==> config.mk <==
export PLATFORM = sky130hd
export DESIGN_NAME = edge_bit_packer
export DESIGN_NICKNAME = d
export VERILOG_FILES = /design/src/rtl/edge_pkg.sv /design/src/rtl/bit_shift_pack.sv /design/src/rtl/edge_bit_packer.sv
export SDC_FILE = /design/constraint.sdc
export NUM_CORES = 1
export LEC_CHECK = 0
export ABC_AREA = 1
export CAP_MARGIN = 10
export CORE_UTILIZATION = 60
export CTS_CLUSTER_DIAMETER = 200
export DETAILED_ROUTE_END_ITERATION = 16
export GPL_TIMING_DRIVEN = 0
export PLACE_DENSITY = 0.79
export SKIP_CTS_REPAIR_TIMING = 1
export SYNTH_ARGS = -nofsm -noshare
export SYNTH_HDL_FRONTEND = slang
export SYNTH_SLANG_ARGS = --single-unit
==> constraint.sdc <==
create_clock -name clk -period 5.5 [get_ports clk]
set_input_delay 1.1 -clock clk [delete_from_list [all_inputs] [get_ports clk]]
set_output_delay 1.1 -clock clk [all_outputs]
set_load 0.05 [all_outputs]
==> src/rtl/edge_pkg.sv <==
// Shared definitions for the 1-bit edge pixel packer: default image
// geometry, derived frame constants and the packer FSM encoding.
package edge_pkg;

  localparam int IMG_W_DFLT = 640;
  localparam int IMG_H_DFLT = 480;
  localparam int DW_DFLT    = 16;

  // Pixels per frame and output words per frame for the default geometry.
  localparam int TOTAL     = IMG_W_DFLT * IMG_H_DFLT;
  localparam int WORDS     = (TOTAL + DW_DFLT - 1) / DW_DFLT;
  localparam int PIX_CNT_W = $clog2(TOTAL + 1);

  typedef enum logic {
    IDLE = 1'b0,
    PACK = 1'b1
  } state_t;

endpackage

==> src/rtl/bit_shift_pack.sv <==
// MSB-first serial-to-parallel shift register with bit counter.
// clr discards the held partial word in the same cycle as a shift.
// The word output always includes bit_in and is left-aligned, so a
// partial word comes out zero-padded in its LSBs.
module bit_shift_pack
  import edge_pkg::*;
#(
  parameter int DW = 16
) (
  input  logic          clk,
  input  logic          rst_n,
  input  logic          clr,
  input  logic          shift_en,
  input  logic          flush,
  input  logic          bit_in,
  output logic [DW-1:0] word,
  output logic          full
);

  localparam int CW = $clog2(DW);

  logic [DW-2:0] sr;
  logic [DW-2:0] eff_sr;
  logic [CW-1:0] bit_cnt;
  logic [CW-1:0] eff_cnt;
  logic [DW-1:0] packed_bits;

  // Current contents (after optional clear) with the incoming bit appended.
  always_comb begin
    eff_sr      = clr ? '0 : sr;
    eff_cnt     = clr ? '0 : bit_cnt;
    packed_bits = {eff_sr, bit_in};
    full        = (eff_cnt == CW'(DW - 1));
    word        = packed_bits << (CW'(DW - 1) - eff_cnt);
  end

  // Shift one bit per enable; restart after a full or flushed word.
  always_ff @(posedge clk or negedge rst_n) begin
    if (!rst_n) begin
      sr      <= '0;
      bit_cnt <= '0;
    end else if (shift_en) begin
      if (full || flush) begin
        sr      <= '0;
        bit_cnt <= '0;
      end else begin
        sr      <= packed_bits[DW-2:0];
        bit_cnt <= eff_cnt + CW'(1);
      end
    end else if (clr) begin
      sr      <= '0;
      bit_cnt <= '0;
    end
  end

endmodule

==> src/rtl/edge_bit_packer.sv <==
// Packs the serial 1-bit edge stream into DW-bit MSB-first words for the
// SDRAM write path, checks frame length against IMG_W*IMG_H and zero-pads
// the final word of a short frame. DW must be 8, 16 or 32.
// Optional feature: define EDGE_PACK_STAT_EN to add the edge_cnt output
// (count of edge pixels packed in the frame, latched at eop).
module edge_bit_packer
  import edge_pkg::*;
#(
  parameter int IMG_W = IMG_W_DFLT,
  parameter int IMG_H = IMG_H_DFLT,
  parameter int DW    = DW_DFLT
) (
  input  logic          clk,
  input  logic          rst_n,
  input  logic          din,
  input  logic          din_vld,
  input  logic          din_sop,
  input  logic          din_eop,
  output logic [DW-1:0] dout,
  output logic          dout_vld,
  output logic          dout_sop,
  output logic          dout_eop,
  output logic          err
`ifdef EDGE_PACK_STAT_EN
  ,
  output logic [19:0]   edge_cnt
`endif
);

  localparam int FRAME_PIX = IMG_W * IMG_H;
  localparam int CNT_W     = $clog2(FRAME_PIX + 1);
  localparam logic [CNT_W-1:0] LAST_IDX = CNT_W'(FRAME_PIX - 1);

  state_t           state, nxt_state;
  logic [CNT_W-1:0] pix_cnt, nxt_cnt, cnt_b;
  logic             first_word, nxt_first, first_b;
  logic             drop, nxt_drop, drop_b;
  logic             start, active, pack_clr;
  logic             shift_en, flush;
  logic             emit, emit_sop, emit_eop, err_nxt;
  logic [DW-1:0]    pack_word;
  logic             pack_full;

  logic [DW-1:0]    dout_p1;
  logic             dout_vld_p1, dout_sop_p1, dout_eop_p1, err_p1;

  // A sop pixel always starts a fresh frame, whatever the current state.
  assign start  = din_vld & din_sop;
  assign active = start | (state == PACK);
  // Discard the held partial word on restart, or when an overflowed frame ends.
  assign pack_clr = start | (din_vld & din_eop & drop & (state == PACK));

  bit_shift_pack #(
    .DW(DW)
  ) u_pack (
    .clk      (clk),
    .rst_n    (rst_n),
    .clr      (pack_clr),
    .shift_en (shift_en),
    .flush    (flush),
    .bit_in   (din),
    .word     (pack_word),
    .full     (pack_full)
  );

  // Frame FSM: packing, word emit, length check, overflow drop, restart.
  always_comb begin
    cnt_b     = start ? '0 : pix_cnt;
    first_b   = start ? 1'b1 : first_word;
    drop_b    = start ? 1'b0 : drop;
    nxt_state = state;
    nxt_cnt   = pix_cnt;
    nxt_first = first_word;
    nxt_drop  = drop;
    shift_en  = 1'b0;
    flush     = 1'b0;
    emit      = 1'b0;
    emit_sop  = 1'b0;
    emit_eop  = 1'b0;
    err_nxt   = start & (state == PACK);
    if (din_vld && active) begin
      nxt_state = PACK;
      nxt_cnt   = cnt_b;
      nxt_first = first_b;
      nxt_drop  = drop_b;
      if (drop_b) begin
        // Overflowed frame: swallow pixels until eop, which emits nothing.
        if (din_eop) begin
          nxt_state = IDLE;
          nxt_drop  = 1'b0;
          nxt_cnt   = '0;
        end
      end else if (din_eop) begin
        shift_en  = 1'b1;
        flush     = 1'b1;
        emit      = 1'b1;
        emit_sop  = first_b;
        emit_eop  = 1'b1;
        nxt_state = IDLE;
        nxt_cnt   = '0;
        nxt_first = 1'b0;
        if (cnt_b != LAST_IDX) err_nxt = 1'b1;
      end else if (cnt_b == LAST_IDX) begin
        // Last legal pixel arrived without eop: drop it and the rest.
        err_nxt  = 1'b1;
        nxt_drop = 1'b1;
      end else begin
        shift_en = 1'b1;
        nxt_cnt  = cnt_b + CNT_W'(1);
        if (pack_full) begin
          emit      = 1'b1;
          emit_sop  = first_b;
          nxt_first = 1'b0;
        end
      end
    end
  end

  // Stage p1: control state and registered word/strobe outputs.
  always_ff @(posedge clk or negedge rst_n) begin
    if (!rst_n) begin
      state       <= IDLE;
      pix_cnt     <= '0;
      first_word  <= 1'b0;
      drop        <= 1'b0;
      dout_p1     <= '0;
      dout_vld_p1 <= 1'b0;
      dout_sop_p1 <= 1'b0;
      dout_eop_p1 <= 1'b0;
      err_p1      <= 1'b0;
    end else begin
      state       <= nxt_state;
      pix_cnt     <= nxt_cnt;
      first_word  <= nxt_first;
      drop        <= nxt_drop;
      dout_vld_p1 <= emit;
      dout_sop_p1 <= emit & emit_sop;
      dout_eop_p1 <= emit & emit_eop;
      err_p1      <= err_nxt;
      if (emit) dout_p1 <= pack_word;
    end
  end

  assign dout     = dout_p1;
  assign dout_vld = dout_vld_p1;
  assign dout_sop = dout_sop_p1;
  assign dout_eop = dout_eop_p1;
  assign err      = err_p1;

`ifdef EDGE_PACK_STAT_EN
  logic [19:0] edge_acc, nxt_edge, edge_p1;
  logic        frame_end;

  // Only pixels that actually enter the shift register are counted.
  assign nxt_edge  = (start ? 20'd0 : edge_acc) + 20'(shift_en & din);
  assign frame_end = din_vld & din_eop & active;

  // Stage p1: running edge count, snapshot presented with the eop word.
  always_ff @(posedge clk or negedge rst_n) begin
    if (!rst_n) begin
      edge_acc <= '0;
      edge_p1  <= '0;
    end else begin
      edge_acc <= nxt_edge;
      if (frame_end) edge_p1 <= nxt_edge;
    end
  end

  assign edge_cnt = edge_p1;
`endif

endmodule

==> impl_metrics.toml <==
[hold_path]
worstHoldStart = "pix_cnt[8]"
number_of_stages_on_the_worst_hold_path = 2
holdPathEnd = "pix_cnt[8]"
holdCritPathClass = "reg2reg"

[detailed_routing]
drt_iter0_drc = 486
via_density = 6.11
antenna_violating_nets_post_route = 0
post-route-drc-count = 3
wire_per_inst_um = 17.2
vias_after_detailed_routing = 4228
routed_wire_length_mm = 11.9
drtPass1Iterations = 12

[sta]
maxClockFrequency_mhz = 241
report.final.setup_viol = 0
finalMaxSlewViolations = 0
worst_clock_skew_ps = 9.39
period_share = 0.755
worst_slew_margin_rel = 0.406
rsz0062_at_grt = "false"
max_slew.worst_pin.slew_ps = 888
period_minus_slack_ps = 4150
timing.setup.tns_ps = 0
timing.final.hold_violations = 0

[worst_setup_path]
reg2regPathDepth = 14
critical_path.startpoint_type = "input pin"
worst_setup_path_end_kind = "flip-flop"
crit-reg2reg-launch = "pix_cnt[0]"
worst_ep_required_time_ps = 5740
reg2reg_to = "u_pack.sr[8]"
timing_worst_setup_path_type = "in2reg"
regToRegSetupSlack_ps = 2920
worstPathArrival_ps = 4390
critPathMaxFanout = 10

[run_status]
outcome = "finished with violations"
failed_checks = "design-rule violations"

[synthesis]
yosys-top-cells-count = "sky130_fd_sc_hd__nand2_1, sky130_fd_sc_hd__nand3_1, sky130_fd_sc_hd__dfrtp_1"
yosysTopAreaCellShare = 0.370
synthDominantAreaCellType = "sky130_fd_sc_hd__dfrtp_1"
synth_ff_type = "sky130_fd_sc_hd__dfrtp_1"
ys.warnings.count = 0
mappedNetlistArea_sq_mm = 0.00413
syn-instance-count = 573
synth_most_common_cell = "sky130_fd_sc_hd__nand2_1"
portion_of_the_post_synthesis_area_used_by_sequential_elements = 0.370
ys_top_cells_by_area = "sky130_fd_sc_hd__dfrtp_1, sky130_fd_sc_hd__nand2_1, sky130_fd_sc_hd__nand3_1"
post_synth_num_cell_types = 40
synth-seq-cells = 61
synth_edf_count = 0
synth.net_count = 582
ys_async_sr_fraction = 1.00
syn_avg_cell_area_sq_um = 7.20

[clock_tree]
cts.sinks = 61
cts.htree.levels = 3
clk_pin_slew_ps = 70
cts_tree = "built"
cts_buffers = 9
clk_path_buf_depth = 2
cts-root-buf = "sky130_fd_sc_hd__clkbuf_8"
insertion_delay_to_the_later_sink_of_the_worst_skew_pair_ps = 360

[floorplanning]
die_area_sq_mm = 0.00721
initial_core_util = 0.635
die_width_um = 84.9
floorplan.core_area_sq_mm = 0.00649
fp.dieH_um = 84.9
ios = 26
fp-row-count = 29

[job]
max_capacitance_violation_count = 0

[finish]
nNetsFinal = 619
fin_cells = 692
num_antenna_cells = 0
area_delta_synth_final_pct = 14.2
post_route_cells_drive_above_1_share = 0.137

[grt]
number_of_global_route_vias_before_repair = 4055
gr-usage-all-layers = 0.353
global_route_wire_length_before_repair_mm = 19.7
overflow = 0
maximum_number_of_pins_on_one_net_before_global_route_repair = 37
grt_antenna_before_repair = 0

[place]
io_buffer_count = 25
place_congestion = 1.02
placed_cells_incl_taps = 676
dp.final_hpwl_mm = 8.85

[pwr]
power_density_mw_per_mm2 = 307
vdd.ir_drop.worst_uv = 173
leakagePower_nw = 2.21
post-layout-total-power_mw = 1.45
-- logic make-up (layout without fill, tap and decap cells) --
group | count (synthesis) | after routing | share of synthesized area
buffers and inverters | 64 | 106 | 0.0782
adder cells (fa/ha/maj) | 3 | 3 | 0.00910
AND/OR/NAND/NOR | 388 | 388 | 0.439
XOR/XNOR | 6 | 6 | 0.0127
flip-flops | 61 | 61 | 0.370
AO/OA/AOI/OAI | 51 | 51 | 0.0910
-- where the power goes --
group	total [mW]	switching, mW	internal (mW)	leakage, nW
Combinational	0.457	0.319	0.139	1.28
Sequential	0.525	0.0307	0.495	0.812
Clock	0.463	0.184	0.279	0.116
-- through the flow --
step | instance area (sq um) | setup slack, ps | hold WS, ps | util
floorplan | 4130 | 2280 | 449 | -
global placement | 4470 | 1250 | 463 | 0.689
detailed placement | 4490 | 1170 | 467 | 0.691
CTS | 4710 | 1440 | 486 | 0.726
global route | 4710 | 1220 | 531 | 0.726
finish | 4710 | 1350 | 490 | 0.726
-- layout make-up --
cell class / count / area, sq um
sequential: 61 / 1530
fill: 539 / 1780
buffer: 27 / 171
multi-input combinational: 448 / 2280
inverter: 37 / 151
clock buffer: 12 / 155
tap: 77 / 96.3
timing repair buffer: 26 / 265
clock inverter: 4 / 70.1
-- sequential cells by signal, summed over array words and instances, names as in the netlist --
name / cells
pix_cnt: 19
err: 1
first_word: 1
dout_vld: 1
u_pack.sr: 15
dout_sop: 1
dout: 16
state: 1
dout_eop: 1
drop: 1
u_pack.bit_cnt: 4
-- metal layers --
| layer | GRT usage | vias to the layer above | wire length, um | share of wire |
|---|---|---|---|---|
| met4 | 0.126 | 0 | 249 | 0.021 |
| met1 | 0.515 | 1963 | 5350 | 0.45 |
| met5 | 0 | - | 0 | 0 |
| met3 | 0.0739 | 34 | 1130 | 0.095 |
| li1 | - | 1997 | - | - |
| met2 | 0.520 | 234 | 5160 | 0.43 |
-- critical path, stage by stage --
cell and delay (ps):
sky130_fd_sc_hd__clkdlybuf4s50_1 520, sky130_fd_sc_hd__nand2_4 200, sky130_fd_sc_hd__buf_6 190, sky130_fd_sc_hd__buf_2 290, sky130_fd_sc_hd__nand2_1 120, sky130_fd_sc_hd__inv_1 100
sky130_fd_sc_hd__ha_1 220, sky130_fd_sc_hd__nand2_1 140, sky130_fd_sc_hd__nor2_4 200, sky130_fd_sc_hd__nand4_2 170, sky130_fd_sc_hd__nor2_4 230, sky130_fd_sc_hd__ha_1 210
sky130_fd_sc_hd__or2_1 120, sky130_fd_sc_hd__buf_6 140, sky130_fd_sc_hd__inv_8 60, sky130_fd_sc_hd__nand3_4 100, sky130_fd_sc_hd__buf_6 180, sky130_fd_sc_hd__o22ai_2 70
-- how the worst max path moves through the flow --
stage / startpoint / to / cells after the start
global route: din_vld / u_pack.sr[6] / 18
floorplan: din_sop / u_pack.sr[10] / 17
CTS: din_vld / u_pack.sr[6] / 18
detailed placement: din_vld / u_pack.sr[8] / 18
finish: din_vld / u_pack.sr[8] / 18
global placement: din_vld / u_pack.sr[11] / 18
-- layout by cell type, fill, tap and decap left out, types with 4 or more instances in the layout --
| cell | instances |
|---|---|
| sky130_fd_sc_hd__inv_2 | 5 |
| sky130_fd_sc_hd__a21oi_2 | 6 |
| sky130_fd_sc_hd__o22ai_1 | 8 |
| sky130_fd_sc_hd__nor2_4 | 5 |
| sky130_fd_sc_hd__buf_2 | 9 |
| sky130_fd_sc_hd__inv_1 | 28 |
| sky130_fd_sc_hd__o21ai_0 | 7 |
| sky130_fd_sc_hd__dfrtp_1 | 61 |
| sky130_fd_sc_hd__clkdlybuf4s50_1 | 24 |
| sky130_fd_sc_hd__nand2_2 | 4 |
| sky130_fd_sc_hd__nor2_2 | 5 |
| sky130_fd_sc_hd__buf_4 | 4 |
| sky130_fd_sc_hd__xor2_1 | 6 |
| sky130_fd_sc_hd__nand2_1 | 174 |
| sky130_fd_sc_hd__a21oi_1 | 12 |
| sky130_fd_sc_hd__clkbuf_8 | 11 |
| sky130_fd_sc_hd__nor3_1 | 8 |
| sky130_fd_sc_hd__nor2_1 | 51 |
| sky130_fd_sc_hd__nand4_1 | 24 |
| sky130_fd_sc_hd__nand3_1 | 101 |
| sky130_fd_sc_hd__clkbuf_1 | 9 |
| sky130_fd_sc_hd__buf_6 | 6 |
| sky130_fd_sc_hd__o22ai_2 | 10 |
Power figures use the tool's default switching activity.
